**config.mk**
```make
export PLATFORM = sky130hd
export DESIGN_NAME = vga_plot_arbiter
export DESIGN_NICKNAME = d
export VERILOG_FILES = /design/src/rtl/vga_plot_pkg.sv /design/src/rtl/rr_arbiter.sv /design/src/rtl/vga_plot_arbiter.sv
export SDC_FILE = /design/constraint.sdc
export NUM_CORES = 1
export LEC_CHECK = 0
export BUFFER_PORTS_ARGS = -buffer_cell sky130_fd_sc_hd__buf_2
export CAP_MARGIN = 20
export CORE_MARGIN = 1.5
export CORE_UTILIZATION = 49
export DETAILED_ROUTE_END_ITERATION = 10
export PLACE_DENSITY = 0.81
export SKIP_LAST_GASP = 1
export SYNTH_ARGS = -nofsm -noshare
export SYNTH_HDL_FRONTEND = slang
export SYNTH_SLANG_ARGS = --single-unit
```
**constraint.sdc**
```tcl
create_clock -name CLOCK_50 -period 3.9 [get_ports CLOCK_50]
set_input_delay 0 -clock CLOCK_50 [delete_from_list [all_inputs] [get_ports CLOCK_50]]
set_output_delay 0 -clock CLOCK_50 [all_outputs]
set_load 0.05 [all_outputs]
```
**src/rtl/vga_plot_pkg.sv**
```systemverilog
// Shared types and resolution constants for the VGA pixel-write arbiter.
// Define VGA_640_480 or VGA_320_240 to select a larger frame; the default is 160x120.
package vga_plot_pkg;

`ifdef VGA_640_480
  localparam int unsigned RES_XW   = 10;
  localparam int unsigned RES_XMAX = 640;
  localparam int unsigned RES_YMAX = 480;
`elsif VGA_320_240
  localparam int unsigned RES_XW   = 9;
  localparam int unsigned RES_XMAX = 320;
  localparam int unsigned RES_YMAX = 240;
`else
  localparam int unsigned RES_XW   = 8;
  localparam int unsigned RES_XMAX = 160;
  localparam int unsigned RES_YMAX = 120;
`endif

  localparam int unsigned RES_YW = RES_XW - 1;
  localparam int unsigned RES_CW = 24;

  typedef enum logic {IDLE, CLEAR} state_t;

  typedef struct packed {
    logic [RES_XW-1:0] x;
    logic [RES_YW-1:0] y;
    logic [RES_CW-1:0] color;
  } pixel_t;

endpackage

```
**src/rtl/rr_arbiter.sv**
```systemverilog
// Round-robin arbiter: searches upward from the pointer with wrap,
// and moves the pointer past the winner only when a transfer is taken.
module rr_arbiter #(
  parameter int unsigned N = 3
) (
  input  logic                 i_clk,
  input  logic                 i_rst,
  input  logic [N-1:0]         i_req,
  input  logic                 i_advance,
  output logic [N-1:0]         o_grant,
  output logic [$clog2(N)-1:0] o_grant_idx
);

  localparam int unsigned IW = $clog2(N);

  logic [IW-1:0] r_ptr;
  logic          w_found;

  always_comb begin : search
    int unsigned k;
    o_grant     = '0;
    o_grant_idx = '0;
    w_found     = 1'b0;
    k           = 0;
    for (int unsigned i = 0; i < N; i++) begin
      k = (int'(r_ptr) + i) % N;
      if (!w_found && i_req[k]) begin
        w_found     = 1'b1;
        o_grant[k]  = 1'b1;
        o_grant_idx = IW'(k);
      end
    end
  end

  always_ff @(posedge i_clk) begin
    if (i_rst) begin
      r_ptr <= '0;
    end else if (i_advance) begin
      r_ptr <= (o_grant_idx == IW'(N - 1)) ? '0 : o_grant_idx + 1'b1;
    end
  end

endmodule

```
**src/rtl/vga_plot_arbiter.sv**
```systemverilog
// Shares one VGA pixel-write port among NREQ drawing engines, with a
// full-screen clear sequencer that pre-empts all requesters.
module vga_plot_arbiter
  import vga_plot_pkg::*;
#(
  parameter int unsigned NREQ = 3,
  parameter int unsigned XW   = RES_XW,
  parameter int unsigned YW   = RES_YW,
  parameter int unsigned XMAX = RES_XMAX,
  parameter int unsigned YMAX = RES_YMAX,
  parameter int unsigned CW   = RES_CW
) (
  input  logic               CLOCK_50,
  input  logic               reset,
  input  logic [NREQ-1:0]    req_valid,
  input  logic [NREQ*XW-1:0] req_x,
  input  logic [NREQ*YW-1:0] req_y,
  input  logic [NREQ*CW-1:0] req_color,
  output logic [NREQ-1:0]    req_ready,
  input  logic               clear_start,
  input  logic [CW-1:0]      clear_color,
  output logic               busy,
  output logic               clear_done,
  output logic [XW-1:0]      VGA_X,
  output logic [YW-1:0]      VGA_Y,
  output logic [CW-1:0]      VGA_COLOR,
  output logic               plot
);

  localparam int unsigned IW = $clog2(NREQ);

  state_t          r_state, w_state_nxt;
  logic [XW-1:0]   r_cx, r_vx;
  logic [YW-1:0]   r_cy, r_vy;
  logic [CW-1:0]   r_ccolor, r_vcolor;
  logic            r_plot, r_done;

  logic [NREQ-1:0] w_arb_req, w_grant;
  logic [IW-1:0]   w_idx;
  logic            w_xfer, w_step, w_start, w_last;

  // Requesters are hidden from the arbiter whenever a clear is running or starting.
  assign w_arb_req = (r_state == IDLE && !clear_start) ? req_valid : '0;
  assign w_xfer    = |(req_valid & w_grant);
  assign req_ready = w_grant;

  rr_arbiter #(.N(NREQ)) u_rr (
    .i_clk       (CLOCK_50),
    .i_rst       (reset),
    .i_req       (w_arb_req),
    .i_advance   (w_xfer),
    .o_grant     (w_grant),
    .o_grant_idx (w_idx)
  );

  always_comb begin
    w_state_nxt = r_state;
    w_step      = (r_state == CLEAR);
    w_start     = (r_state == IDLE) && clear_start;
    w_last      = w_step && (r_cx == XW'(XMAX - 1)) && (r_cy == YW'(YMAX - 1));
    case (r_state)
      IDLE:    if (clear_start) w_state_nxt = CLEAR;
      CLEAR:   if (w_last)      w_state_nxt = IDLE;
      default: w_state_nxt = IDLE;
    endcase
  end

  always_ff @(posedge CLOCK_50) begin
    if (reset) begin
      r_state  <= IDLE;
      r_cx     <= '0;
      r_cy     <= '0;
      r_ccolor <= '0;
      r_vx     <= '0;
      r_vy     <= '0;
      r_vcolor <= '0;
      r_plot   <= 1'b0;
      r_done   <= 1'b0;
    end else begin
      r_state <= w_state_nxt;
      r_plot  <= w_xfer | w_step;
      r_done  <= w_last;
      if (w_step) begin
        r_vx     <= r_cx;
        r_vy     <= r_cy;
        r_vcolor <= r_ccolor;
      end else if (w_xfer) begin
        r_vx     <= req_x[int'(w_idx)*XW +: XW];
        r_vy     <= req_y[int'(w_idx)*YW +: YW];
        r_vcolor <= req_color[int'(w_idx)*CW +: CW];
      end
      if (w_start) begin
        r_cx     <= '0;
        r_cy     <= '0;
        r_ccolor <= clear_color;
      end else if (w_step) begin
        if (r_cx == XW'(XMAX - 1)) begin
          r_cx <= '0;
          r_cy <= r_cy + 1'b1;
        end else begin
          r_cx <= r_cx + 1'b1;
        end
      end
    end
  end

  assign busy       = (r_state == CLEAR);
  assign clear_done = r_done;
  assign VGA_X      = r_vx;
  assign VGA_Y      = r_vy;
  assign VGA_COLOR  = r_vcolor;
  assign plot       = r_plot;

endmodule
```
==> metrics.csv <==
metric,value,unit
unrepaired setup endpoints after global routing,false,
"Hold Vio Cnt, Final",0,
layout cells sized above 1,34.7,%
CTS Root Cell,clkbuf_8,
Synth Warn #,0,
Layout area overhead,30.2,%
Synth Area in Compound Gates,27.7,%
Skew-Pair Late Insertion Delay,0.34,ns
f_max,285,MHz
drt first pass iters,5,
"FF+latch count, synth",83,
startpoint types,register,
slew margin rel.,24.1,%
WL final,13800,um
simple-gate share of the synthesized area,23.9,%
Post-synth ARST share,0,%
Pint,1.89,mW
routed via count,4876,
CTS tree,built,
"Power, Total",3.55,mW
n_diodes,0,
final period utilization,89.9,%
Clock power frac,17.3,%
clk sinks,83,
CP Class,register to register,
"Design Area, Final",0.00600,sq mm
Syn Area/Cell,8.69,sq um
max-cap violations,0,
Residual DRC,0,
PD cells,592,mW/mm^2
Routed WL per cell,16.6,um
Comb power frac,53.1,%
Pins Over Slew Limit,0,
Worst Path Buf+Inv,1,
post-synthesis xor/xnor area fraction,2.28,%
Placed Area,0.00556,sq mm
"antenna viol nets, final",0,
IO Port Bufs,191,
ranking of synthesized cells by area,"dfxtp_1, nand2_1, nor4b_2, a311o_1, a2111oi_0",
leakage dissipation,2.50,nW
CTS Buf Count,9,
Fin Hold WS,0.0528,ns
I/O Pins,192,
critical path required time,4.18,ns
outcome,completed,
post-synthesis adder-cell area fraction,1.63,%
"delay-heaviest family, CP",compound AO/OA/AOI/OAI gates,
Horiz. Die Dim,99.9,um
net switching power figure,1.66,mW
post-synthesis sequential area ratio,36.1,%
gp weighted congestion,0.959,
aggregate global routing overflow,0,
fillers,715,
post-layout util,65.5,%
vias in the first global route,4642,
largest net degree at the start of global routing,107,
Clock Tree Buf Depth,2,
Initial Util,50.3,%
top-count cell post-synth,dfxtp_1,
initial antenna violation count,0,
synthesized net count,683,
Worst path max stage delay,0.67,ns
core area,0.00915,sq mm
chip height,99.9,um
setup tns final,0,ns
Crit Path Max Fanout,19,
Setup-failing EPs final,0,
"Primary FF master, synth",dfxtp_1,
Rows,35,
total track usage,26.7,%
worst-margin pin slew,1.14,ns
Final Non-Filler Cells,828,
Clock Skew,0.0134,ns
Net Sw Frac,46.8,%
top-area cell type share of the netlist area,36.1,%
"area leader, netlist",dfxtp_1,
Syn Inst Count,530,
DRT iter0 DRCs,191,
Post-synth EDFFs,0,
CP max stage cell,a2111oi_0,
Worst Slack Setup Final,0.394,ns
register share of total power,29.6,%
Sequential cell area,0.00167,sq mm
clk slew on worst S/H paths,0.09,ns
Worst VDD drop,0.000335,V
Hold Path Class,primary input to register,
area of the multi-input gates,0.00262,sq mm
global-route wire length before repair,21600,um
post-route minimum period,3.51,ns
vias per inst,5.89,
H-tree Lvls,3,
Critical Path End Type,register,
Post-synth top cells,"dfxtp_1, nand2_1, a21oi_1, clkbuf_1, nor2_1",
final net count,865,
hpwl dp,9480,um
CP arrival,3.79,ns
Die ar.,0.00999,sq mm
pre-CTS WS,0.459,ns
Synth Cell Area,0.00460,sq mm
main combinational cell family by area after synthesis,compound AO/OA/AOI/OAI gates,
placed cells,788,
multiplexer share of the synthesized area,1.09,%
number of post-CTS setup repair buffers,0,
"Distinct cells, synth",52,
"Cell Chain, Critical Path",inv_1 -> ha_1 -> mux2i_1 -> o32ai_4 -> nor4b_2 -> or2_1 -> a22oi_1 -> a2111oi_0 -> a311o_1,
-- final cells by class --
class	count	area share, %
multi-input combinational	369	43.7
sequential	83	27.8
timing repair buffer	226	21.5
tap	111	2.32
clock buffer	10	2.13
inverter	23	1.44
clock inverter	6	1.09
-- worst paths after layout --
check                        startpoint                        end  slack [ns]  cells after the start
min reg2reg   r_ccolor[20]$_SDFFE_PP0P_  r_ccolor[20]$_SDFFE_PP0P_        0.46                      2
max          u_rr.r_ptr[0]$_SDFFE_PP0P_  VGA_COLOR[5]$_SDFFE_PP0P_        0.39                      9
min                         clear_start            busy$_SDFF_PP0_        0.05                      3
max reg2reg  u_rr.r_ptr[0]$_SDFFE_PP0P_  VGA_COLOR[5]$_SDFFE_PP0P_        0.39                      9
-- state kept, by name, summed over array words and instances, names as in the netlist --
| signal | cells |
|---|---|
| VGA_COLOR | 24 |
| VGA_X | 8 |
| VGA_Y | 7 |
| busy | 1 |
| clear_done | 1 |
| plot | 1 |
| r_ccolor | 24 |
| r_cx | 8 |
| r_cy | 7 |
| u_rr.r_ptr | 2 |
-- what timing repair did --
item | 4_1_cts | 5_1_grt
hold buffers | 24 | 0
endpoints found under the hold margin | 24 | 0
resized for setup | 0 | 0
-- placed cells by master (no fill, tap or decap), types with 4 or more instances in the layout --
master | synthesis | final
nand2b_1 | 4 | 4
buf_2 | 15 | 191
a22o_1 | 17 | 17
ha_1 | 6 | 6
a311o_1 | 19 | 19
inv_1 | 23 | 23
mux2i_1 | 5 | 5
nand3_1 | 4 | 4
xnor2_1 | 7 | 7
a211oi_1 | 19 | 19
nand2_1 | 80 | 80
a21oi_1 | 34 | 34
buf_4 | 1 | 10
clkbuf_8 | 0 | 9
a22oi_1 | 21 | 21
dlygate4sd3_1 | 0 | 24
and2_1 | 4 | 4
dfxtp_1 | 83 | 82
a2111oi_1 | 14 | 14
a2111oi_0 | 21 | 21
nor2_1 | 25 | 25
nor3_1 | 18 | 18
nor4b_2 | 20 | 20
xor2_1 | 5 | 5
-- power groups by stage --
stage	registers (mW)	clock network, mW	logic [mW]
floorplan	1.42	0	1.05
global placement	1.07	0	1.81
detailed placement	1.07	0	1.85
CTS	1.05	0.618	1.88
global route	1.07	0.656	2.02
finish	1.05	0.613	1.89
-- per-layer routing --
metal  GRT usage, %  vias up  routed length (um)
met5              0        -                   0
met1           32.3     2306                5590
met3           3.34       24                 883
li1               -     2343                   -
met2           49.1      203                7000
met4           8.23        0                 282
-- worst reg2reg max path, stage by stage (launching register included) --
cell       delay, ns
dfxtp_1         0.38
inv_1           0.08
ha_1            0.49
mux2i_1         0.34
o32ai_4         0.18
nor4b_2         0.30
or2_1           0.61
a22oi_1         0.20
a2111oi_0       0.67
a311o_1         0.20
-- cell families after synthesis --
kind of cell | count (synthesis)
flip-flops | 83
buffers and inverters | 78
adder cells (fa/ha/maj) | 6
AND/OR/NAND/NOR | 185
AO/OA/AOI/OAI | 161
multiplexers | 5
XOR/XNOR | 12
Note: power is estimated with default switching activity, not from simulation.
